## src/rtl/mode_sequencer_alu.sv

```systemverilog
// Switch-driven ALU front end with a debounced key that steps through arithmetic,
// logical, compare and timed accumulator/LED-scanner modes.
module mode_sequencer_alu #(
  parameter int W               = 4,
  parameter int DEBOUNCE_CYCLES = 500000,
  parameter int TICK_CYCLES     = 12500000,
  parameter int LED_N           = 10
) (
  input  logic               MAX10_CLK1_50,
  input  logic               RESET_N,
  input  logic               KEY_N,
  input  logic [W-1:0]       X,
  input  logic [W-1:0]       Y,
  input  logic [1:0]         SEL,
  output logic [1:0]         MODE,
  output logic               MODE_CHANGED,
  output logic [2*W-1:0]     RESULT,
  output logic               FLAG,
  output logic [LED_N-1:0]   LEDR
);

  localparam int DW = $clog2(DEBOUNCE_CYCLES + 1);
  localparam int TW = $clog2(TICK_CYCLES + 1);
  localparam int PW = $clog2(LED_N);
  localparam logic [DW-1:0] DEB_LAST  = DW'(DEBOUNCE_CYCLES - 1);
  localparam logic [TW-1:0] TICK_LAST = TW'(TICK_CYCLES - 1);
  localparam logic [PW-1:0] POS_TOP   = PW'(LED_N - 1);

  typedef enum logic [1:0] {
    M_ARITH = 2'd0,
    M_LOGIC = 2'd1,
    M_CMP   = 2'd2,
    M_ACC   = 2'd3
  } mode_t;

  mode_t            mode;
  logic             key_s1, key_s2, key_level;
  logic [DW-1:0]    deb_cnt;
  logic [TW-1:0]    tick_cnt, tick_nxt;
  logic [2*W-1:0]   acc, acc_nxt;
  logic             wrap, wrap_nxt;
  logic [PW-1:0]    scan_pos, pos_nxt;
  logic             scan_up, up_nxt;
  logic             press, tick;
  logic [2*W:0]     acc_sum;

  logic [W:0]       add_w;
  logic [W-1:0]     diff, neg;
  logic [2*W-1:0]   prod;
  logic             lt, gt, eq;
  logic [2*W-1:0]   calc_res, res_nxt;
  logic             calc_flag, flag_nxt;
  logic [LED_N-1:0] ledr_nxt;

  assign MODE  = mode;
  assign press = (key_s2 != key_level) && (deb_cnt == DEB_LAST) && !key_s2;

  // Combinational result for the stateless modes 0-2
  always_comb begin
    add_w     = {1'b0, X} + {1'b0, Y};
    diff      = X - Y;
    neg       = '0 - X;
    prod      = {{W{1'b0}}, X} * {{W{1'b0}}, Y};
    lt        = X < Y;
    gt        = X > Y;
    eq        = X == Y;
    calc_res  = '0;
    calc_flag = 1'b0;
    unique case (mode)
      M_ARITH: begin
        unique case (SEL)
          2'b00: begin calc_res = {{(W-1){1'b0}}, add_w};   calc_flag = add_w[W]; end
          2'b01: begin calc_res = {{W{lt}}, diff};          calc_flag = lt;       end
          2'b10: begin calc_res = prod;                     calc_flag = 1'b0;     end
          2'b11: begin calc_res = {{W{neg[W-1]}}, neg};     calc_flag = (X == '0); end
        endcase
      end
      M_LOGIC: begin
        unique case (SEL)
          2'b00: calc_res = {{W{1'b0}}, X & Y};
          2'b01: calc_res = {{W{1'b0}}, X | Y};
          2'b10: calc_res = {{W{1'b0}}, X ^ Y};
          2'b11: calc_res = {{W{1'b0}}, ~X};
        endcase
        calc_flag = (calc_res[W-1:0] == '0);
      end
      M_CMP: begin
        unique case (SEL)
          2'b00: calc_res = {{(2*W-1){1'b0}}, eq};
          2'b01: calc_res = {{(2*W-1){1'b0}}, gt};
          2'b10: calc_res = {{(2*W-1){1'b0}}, lt};
          2'b11: calc_res = {{W{1'b0}}, gt ? X : Y};
        endcase
        calc_flag = eq;
      end
      default: ;
    endcase
  end

  // Accumulator/scanner next state; a press always wins over a tick
  always_comb begin
    tick     = (mode == M_ACC) && !SEL[1] && (tick_cnt == TICK_LAST) && !press;
    acc_sum  = {1'b0, acc} + {{(W+1){1'b0}}, X};
    tick_nxt = tick_cnt;
    acc_nxt  = acc;
    wrap_nxt = wrap;
    pos_nxt  = scan_pos;
    up_nxt   = scan_up;
    if (press) begin
      tick_nxt = '0;
      acc_nxt  = '0;
      wrap_nxt = 1'b0;
      pos_nxt  = '0;
      up_nxt   = 1'b1;
    end else if (mode == M_ACC) begin
      if (!SEL[1]) tick_nxt = tick ? '0 : tick_cnt + TW'(1);
      if (tick) begin
        if (scan_up) begin
          if (scan_pos == POS_TOP) begin pos_nxt = scan_pos - PW'(1); up_nxt = 1'b0; end
          else pos_nxt = scan_pos + PW'(1);
        end else begin
          if (scan_pos == '0) begin pos_nxt = scan_pos + PW'(1); up_nxt = 1'b1; end
          else pos_nxt = scan_pos - PW'(1);
        end
      end
      if (SEL[0]) begin
        acc_nxt  = '0;
        wrap_nxt = 1'b0;
      end else if (tick) begin
        acc_nxt = acc_sum[2*W-1:0];
        if (acc_sum[2*W]) wrap_nxt = 1'b1;
      end
    end
  end

  // Outputs are registered from next-state values so they land on the same edge
  always_comb begin
    ledr_nxt = '0;
    if (mode == M_ACC) begin
      res_nxt           = acc_nxt;
      flag_nxt          = wrap_nxt;
      ledr_nxt[pos_nxt] = 1'b1;
    end else begin
      res_nxt  = calc_res;
      flag_nxt = calc_flag;
      if (mode == M_ARITH) ledr_nxt[LED_N-1] = calc_flag;
    end
  end

  always_ff @(posedge MAX10_CLK1_50) begin
    if (!RESET_N) begin
      key_s1       <= 1'b1;
      key_s2       <= 1'b1;
      key_level    <= 1'b1;
      deb_cnt      <= '0;
      mode         <= M_ARITH;
      MODE_CHANGED <= 1'b0;
      tick_cnt     <= '0;
      acc          <= '0;
      wrap         <= 1'b0;
      scan_pos     <= '0;
      scan_up      <= 1'b1;
      RESULT       <= '0;
      FLAG         <= 1'b0;
      LEDR         <= '0;
    end else begin
      key_s1 <= KEY_N;
      key_s2 <= key_s1;
      if (key_s2 == key_level) begin
        deb_cnt <= '0;
      end else if (deb_cnt == DEB_LAST) begin
        deb_cnt   <= '0;
        key_level <= key_s2;
      end else begin
        deb_cnt <= deb_cnt + DW'(1);
      end
      MODE_CHANGED <= press;
      if (press) mode <= mode_t'(mode + 2'd1);
      tick_cnt <= tick_nxt;
      acc      <= acc_nxt;
      wrap     <= wrap_nxt;
      scan_pos <= pos_nxt;
      scan_up  <= up_nxt;
      RESULT   <= res_nxt;
      FLAG     <= flag_nxt;
      LEDR     <= ledr_nxt;
    end
  end

endmodule

```

## config.mk

```make
export PLATFORM = sky130hd
export DESIGN_NAME = mode_sequencer_alu
export DESIGN_NICKNAME = d
export VERILOG_FILES = /design/src/rtl/mode_sequencer_alu.sv
export SDC_FILE = /design/constraint.sdc
export NUM_CORES = 1
export LEC_CHECK = 0
export ABC_AREA = 1
export CAP_MARGIN = 20
export CELL_PAD_IN_SITES_DETAIL_PLACEMENT = 1
export CELL_PAD_IN_SITES_GLOBAL_PLACEMENT = 1
export CORE_ASPECT_RATIO = 1.4
export CORE_UTILIZATION = 39
export CTS_CLUSTER_DIAMETER = 60
export DETAILED_ROUTE_END_ITERATION = 12
export GPL_TIMING_DRIVEN = 1
export HOLD_SLACK_MARGIN = 0.06
export PLACE_DENSITY = 0.87
export RECOVER_POWER = 100
export SETUP_SLACK_MARGIN = 0.02
export SLEW_MARGIN = 10
export SYNTH_ARGS = -nofsm -noshare
export SYNTH_HDL_FRONTEND = slang
export SYNTH_SLANG_ARGS = --single-unit
```

## constraint.sdc

```tcl
create_clock -name MAX10_CLK1_50 -period 3.17 [get_ports MAX10_CLK1_50]
set_input_delay 0.634 -clock MAX10_CLK1_50 [delete_from_list [all_inputs] [get_ports MAX10_CLK1_50]]
set_output_delay 0.634 -clock MAX10_CLK1_50 [all_outputs]
set_load 0.02 [all_outputs]
```

==> summary.txt <==
Synthesized area = 0.00538 mm2
Post-synth EDFFs = 0
Drc violations = 0
Global route total overflow = 0
Avg Synthesized Cell Area = 6.68 um2
Non-filler cells, final = 1075
DIE AREA = 0.0143 mm2
Setup WS post-layout = 0.276 ns
Most numerous cell in the Yosys netlist = nand2_1
Buf/Inv on CP = 2
Area delta synth->final = 23.1%
Post-Route WL = 18600 um
Setup Viol. Count Final = 0
Headroom to the max-slew limit = 0.361
Leakage power = 3.12 nW
Register clock-pin slew on the reported worst setup and hold paths = 0.07 ns
Drt first-iter violations = 192
Fin crit share = 0.913
Arrival @ worst endpoint = 3.14 ns
Clock Sinks = 82
Via density = 5.33
Post-synth cell types = 42
FF/Latch Area = 0.00164 mm2
# rows = 50
DP HPWL = 14300 um
Worst-path cell chain = dlymetal6s2s_1 > nand2_2 > fa_1 > inv_1 > fa_1 > fa_1 > nand2_1 > nand2_1 > a21oi_2 > xor2_1 > nor2_1 > o21ai_1 > nand2_1
DP Cell Count = 1056
Via count = 5727
Root Buffer = clkbuf_16
WP data required = 3.41 ns
Longest Clk Path Bufs = 2
DR pass1 iterations = 4
Maximum Capacitance Violations = 0
Num CTS Buffers = 9
Final min period = 2.89 ns
Slew Limit Fails = 0
Largest area contributor in the netlist = dfxtp_1
Most frequent cells after synthesis = nand2_1, nor2_1, inv_1
Final hold violations = 0
Pwr Density = 395 mW/mm2
Die height = 141 um
First-pass GRT wire length = 30000 um
Hold WS = 0.426 ns
Vias in the first global route = 6186
Worst-margin pin slew = 0.951 ns
Maximum vdd drop = 0.000252 V
H-tree depth = 3
Skew-Pair Late Insertion Delay = 0.35 ns
Sequential-to-total area share from yosys stat = 0.305
Post-DRT Antenna Nets = 0
Top_reg_cell synth = dfxtp_1
Layout Nets = 946
Yosys warns = 0
N_diodes = 0
Hold_buf cts = 0
Die W = 101 um
DR WL/cell = 17.3 um
Setup Skew = 0.00738 ns
Crit-path leading delay family = adder cells
Area contributors post-synth = dfxtp_1, nand2_1, ha_1
PnR Total Power = 0.00262 W
Fmax = 346 MHz
Final Wtd Congestion = 0.973
IO Port Bufs = 34
Layout cell share with drive strength beyond 1 = 0.0974
Setup TNS = 0 ns
FFs w/ async S/R, synth = 0
Crit Path Category = in2reg
Worst-path maximum fanout = 2
Synthesized Nets = 863
Slowest cell on crit path = fa_1
Ports = 35
Hold crit path type = reg2reg
Number of synthesized register bits = 82
Unrepaired setup endpoints after global routing = false
Multi-input gate area = 0.00328 mm2
Status = completed
FILL cells = 1814
DP Worst Slack = -0.557 ns
Largest net degree at the start of global routing = 15
Starting Density = 0.402
CP Capture Type = flop
Global-route usage over all layers = 0.276
Initial antenna violation count = 0
Slowest stage delay, CP = 0.54 ns
Startpoint types = primary input
Core area = 0.0134 mm2
Area share of the largest cell type after synthesis = 0.305
CTS tree = yes
Post-Synthesis Cells = 805
[cell usage in the layout (no fill, tap or decap), types with 5 or more instances in the layout]
cell type / n
nand2_1: 174
nor2_1: 124
inv_1: 121
dfxtp_1: 82
nand3_1: 55
o21ai_0: 52
buf_4: 39
ha_1: 33
a21oi_1: 31
dlygate4sd3_1: 24
nand4_1: 18
nor3_1: 16
xor2_1: 9
clkbuf_16: 9
fa_1: 7
xnor2_1: 6
o211ai_1: 6
dlymetal6s2s_1: 6
nand2_2: 5
nor4_1: 5
nand3_2: 5
[cell families after synthesis]
logic type / synth area share
flops: 0.305
fa+ha+maj: 0.114
simple gates: 0.348
buf+inv: 0.0911
compound gates: 0.117
xor+xnor: 0.0244
[area by class of cell]
class                      count  share of cell area
sequential                    82               0.248
clock buffer                  11              0.0366
tap                          182              0.0344
inverter                     122              0.0691
clock inverter                 5              0.0128
timing repair buffer          79               0.104
multi-input combinational    594               0.495
[worst paths after layout]
kind	start	to	slack, ns	depth (start not counted)
worst max-delay path	X[0]	RESULT[6]	0.28	13
worst min-delay path	key_s1	key_s2	0.43	1
worst max register to register	deb_cnt[0]	LEDR[3]	0.38	11
worst min register to register	key_s1	key_s2	0.43	1
[state kept, by name, indices dropped and copies added (netlist names)]
register	flops
key_s1	1
acc	8
MODE_CHANGED	1
deb_cnt	19
wrap	1
scan_pos	4
scan_up	1
RESULT	8
key_s2	1
FLAG	1
LEDR	10
tick_cnt	24
key_level	1
MODE	2
[where the power goes]
group / internal [W] / switching, W
clock network: 0.000718 / 0.000453
registers: 0.00105 / 0.00000888
logic: 0.000162 / 0.000230
total: 0.00192 / 0.000692
[metal layers]
| metal | GRT usage | up-vias | share of wire |
|---|---|---|---|
| li1 | - | 2777 | - |
| met1 | 0.255 | 2759 | 0.35 |
| met2 | 0.530 | 114 | 0.56 |
| met3 | 0.0426 | 77 | 0.021 |
| met4 | 0.201 | 0 | 0.073 |
| met5 | 0 | - | 0 |
[what timing repair did]
item | CTS | global route
setup buffers | 3 | 0
resized for setup | 10 | 13
pin swaps | 6 | 7
setup endpoints to repair | 4 | 4
gates cloned | 0 | 0
[per-stage QoR]
| step | util | area [um2] |
|---|---|---|
| 4_1_cts | 0.495 | 6620 |
| 3_3_place_gp | 0.466 | 6230 |
| 3_5_place_dp | 0.466 | 6230 |
| 6_report | 0.495 | 6630 |
| 2_1_floorplan | - | 5380 |
| 5_1_grt | 0.495 | 6630 |
No activity file was read; power rests on OpenSTA's default activity.
==> RTL change (config.mk and constraints unchanged) <==
Remove the register `RESULT`: a continuous assignment takes its place, so the output `RESULT` follows one clock earlier.
--- a/src/rtl/mode_sequencer_alu.sv
+++ b/src/rtl/mode_sequencer_alu.sv
@@ -160,7 +160,6 @@
       wrap         <= 1'b0;
       scan_pos     <= '0;
       scan_up      <= 1'b1;
-      RESULT       <= '0;
       FLAG         <= 1'b0;
       LEDR         <= '0;
     end else begin
@@ -181,11 +180,12 @@
       wrap     <= wrap_nxt;
       scan_pos <= pos_nxt;
       scan_up  <= up_nxt;
-      RESULT   <= res_nxt;
       FLAG     <= flag_nxt;
       LEDR     <= ledr_nxt;
     end
   end
 
+  assign RESULT = res_nxt;
+
 endmodule
 
Function: changed (a bounded check fails within 4 cycles, from zero or initial values and one cycle with RESET_N low).
==> RTL change against the original RTL <==
- the flow now finishes with violations (negative setup slack)
- register-to-register slack lost 0.04 ns
- power decreased by 2.9%
- wire length is 22% higher
- cell area is 10% higher
- clock power shrank 15%
- largest power group unchanged
- setup slack got worse by 1.1 ns
- sequential cell count decreased by 8
- count of clock-buffer cells in the layout down 1
- worst hold slack better by 0.022 ns
- synthesized area increased by 1.7%
- critical path depth increased by 2
- fmax is 27% lower
- highest routed layer unchanged
==> RTL change: results <==
[global_routing]
grt_pass1_wl_mm = 32.87
grt_max_degree = 23
grt_pass1_vias = 6842
grt_antenna_before_repair = 0
grt_usage = 0.2945

[min_path]
min_from = "key_s1"
hold_path.class = "flop to flop"
min_path_cells = 1

[route]
drtIter0Drc = 317
num_vias = 6433
wl_per_cell_um = 19.65
first_pass_iters = 5

[final_layout]
diodes = 0
reg_top3 = "tick_cnt (24), deb_cnt (19), LEDR (10)"
final_nets = 1027
drive_gt1_frac = 0.2228

[logic_synthesis]
ys_warn_count = 0
synth.area.top_cells = "dfxtp_1 (27%), nand2_1 (13%), ha_1 (8.7%)"
synth_nets = 888
synth_fa_ha_area_frac = 0.1124
yosysSeqAreaShare = 0.2706
synth_cell_types = 46
netlist_top_cells_count = "nand2_1 (191), inv_1 (109), nor2_1 (99)"
synth_xor_area_frac = 0.02719
async_flop_share = 0
synthMuxAreaShare = 0
synth_compound_area_frac = 0.1232

[sta]
worstMarginPinSlew_ns = 0.8448
finalClockSkew_ns = 0.01627
setup_slack_ns = -0.7995
setup_viol = 8
whs_ns = 0.4481

[setup_path]
reg2regPathDepth = 10
slowest_stage = "fa_2"
critPathTopFamily = "adder cells"
cpPeakStageDelay_ns = 0.66
critical_path.reg2reg.startpoint = "tick_cnt[1]"
cp.arrival_ns = 3.34
critPathMaxFanout = 4
worstReg2RegEnd = "LEDR[3]"
r2r_slack_ns = 0.34

[run_status]
violations = "negative setup slack"
status = "finished, violations left"

[place]
hpwl_mm = 14.96
gp_congestion = 0.9168
io_buffers = 34

[clocking]
cts_buffers = 9
cts_max_level = 3
cts.reportedPaths.clkPinSlew_ns = 0.07
cts_buffer_depth = 2
clock_tree.root_cell = "clkbuf_16"
insertion_delay_ns = 0.35

[power]
ir_drop_uv = 340.3
p_leak_nw = 3.330
==> RTL change: cell count changes in the layout (fill, tap and decap cells not counted), sizes merged, moves of 8 or more <==
cell,delta
a21oi,+18
buf,+70
dfxtp,-8
dlygate4sd3,-9
nand2,+17
nor2,-18
==> RTL change: what timing repair did <==
item	CTS	global route
resized for setup	125	39
endpoints found under the setup margin	8	8
setup buffers	10	4
pin swaps	28	24
==> RTL change: area by class of cell <==
cell class	count	area [um^2]
Multi-Input combinational cell	627	3697
Clock buffer	10	239.0
Tap cell	182	227.7
Clock inverter	6	48.80
Fill cell	1799	6206
Timing Repair Buffer	141	1165
Inverter	116	447.9
Sequential cell	74	1481
==> RTL change: kinds of logic (layout without fill, tap and decap cells) <==
kind of cell | Yosys count | count (layout)
buf+inv | 129 | 273
fa+ha+maj | 45 | 45
xor+xnor | 17 | 17
simple gates | 443 | 443
compound gates | 122 | 122
flops | 74 | 74
==> RTL change: worst max path at each step <==
stage	from	end	depth (start not counted)
2_1_floorplan	X[2]	RESULT[7]	15
3_3_place_gp	X[0]	RESULT[7]	16
3_5_place_dp	X[0]	RESULT[7]	16
4_1_cts	X[0]	RESULT[6]	14
5_1_grt	X[2]	RESULT[6]	14
6_report	Y[2]	RESULT[6]	15
==> RTL change: worst reg2reg max path, cell delays in order (launching register included) <==
cell	delay [ns]
dfxtp_1	0.37
ha_1	0.20
nand2_1	0.16
nor2_8	0.16
nand4_1	0.23
nor2_8	0.16
nand2_1	0.22
clkbuf_1	0.21
o21ai_0	0.66
nand3_1	0.26
nor2_1	0.15
==> RTL change: per-layer routing <==
layer,vias to the layer above,share of wire,global-route usage
met1,3130,0.35,0.2677
met5,-,0,0
met2,205,0.54,0.5634
li1,2986,-,-
met4,0,0.065,0.2150
met3,112,0.043,0.05550
==> RTL change: where the power goes <==
group	total, mW	internal, mW	switching, mW
logic	0.614	0.268	0.346
clock network	0.992	0.559	0.432
registers	0.936	0.934	0.00184
total	2.54	1.76	0.780
==> RTL change: metrics by stage <==
step           setup TNS, ns  setup WS [ns]  area [um^2]  cells  power [mW]
4_1_cts               -2.688        -0.6479         7224   1152       2.444
5_1_grt               -4.935        -0.9009         7307   1156       2.614
6_report              -4.195        -0.7995         7307   1156       2.541
2_1_floorplan        -0.7826        -0.2749         5517    830       1.175
3_3_place_gp          -9.375         -1.381         6714   1127       1.377
3_5_place_dp          -10.23         -1.580         6714   1127       1.398
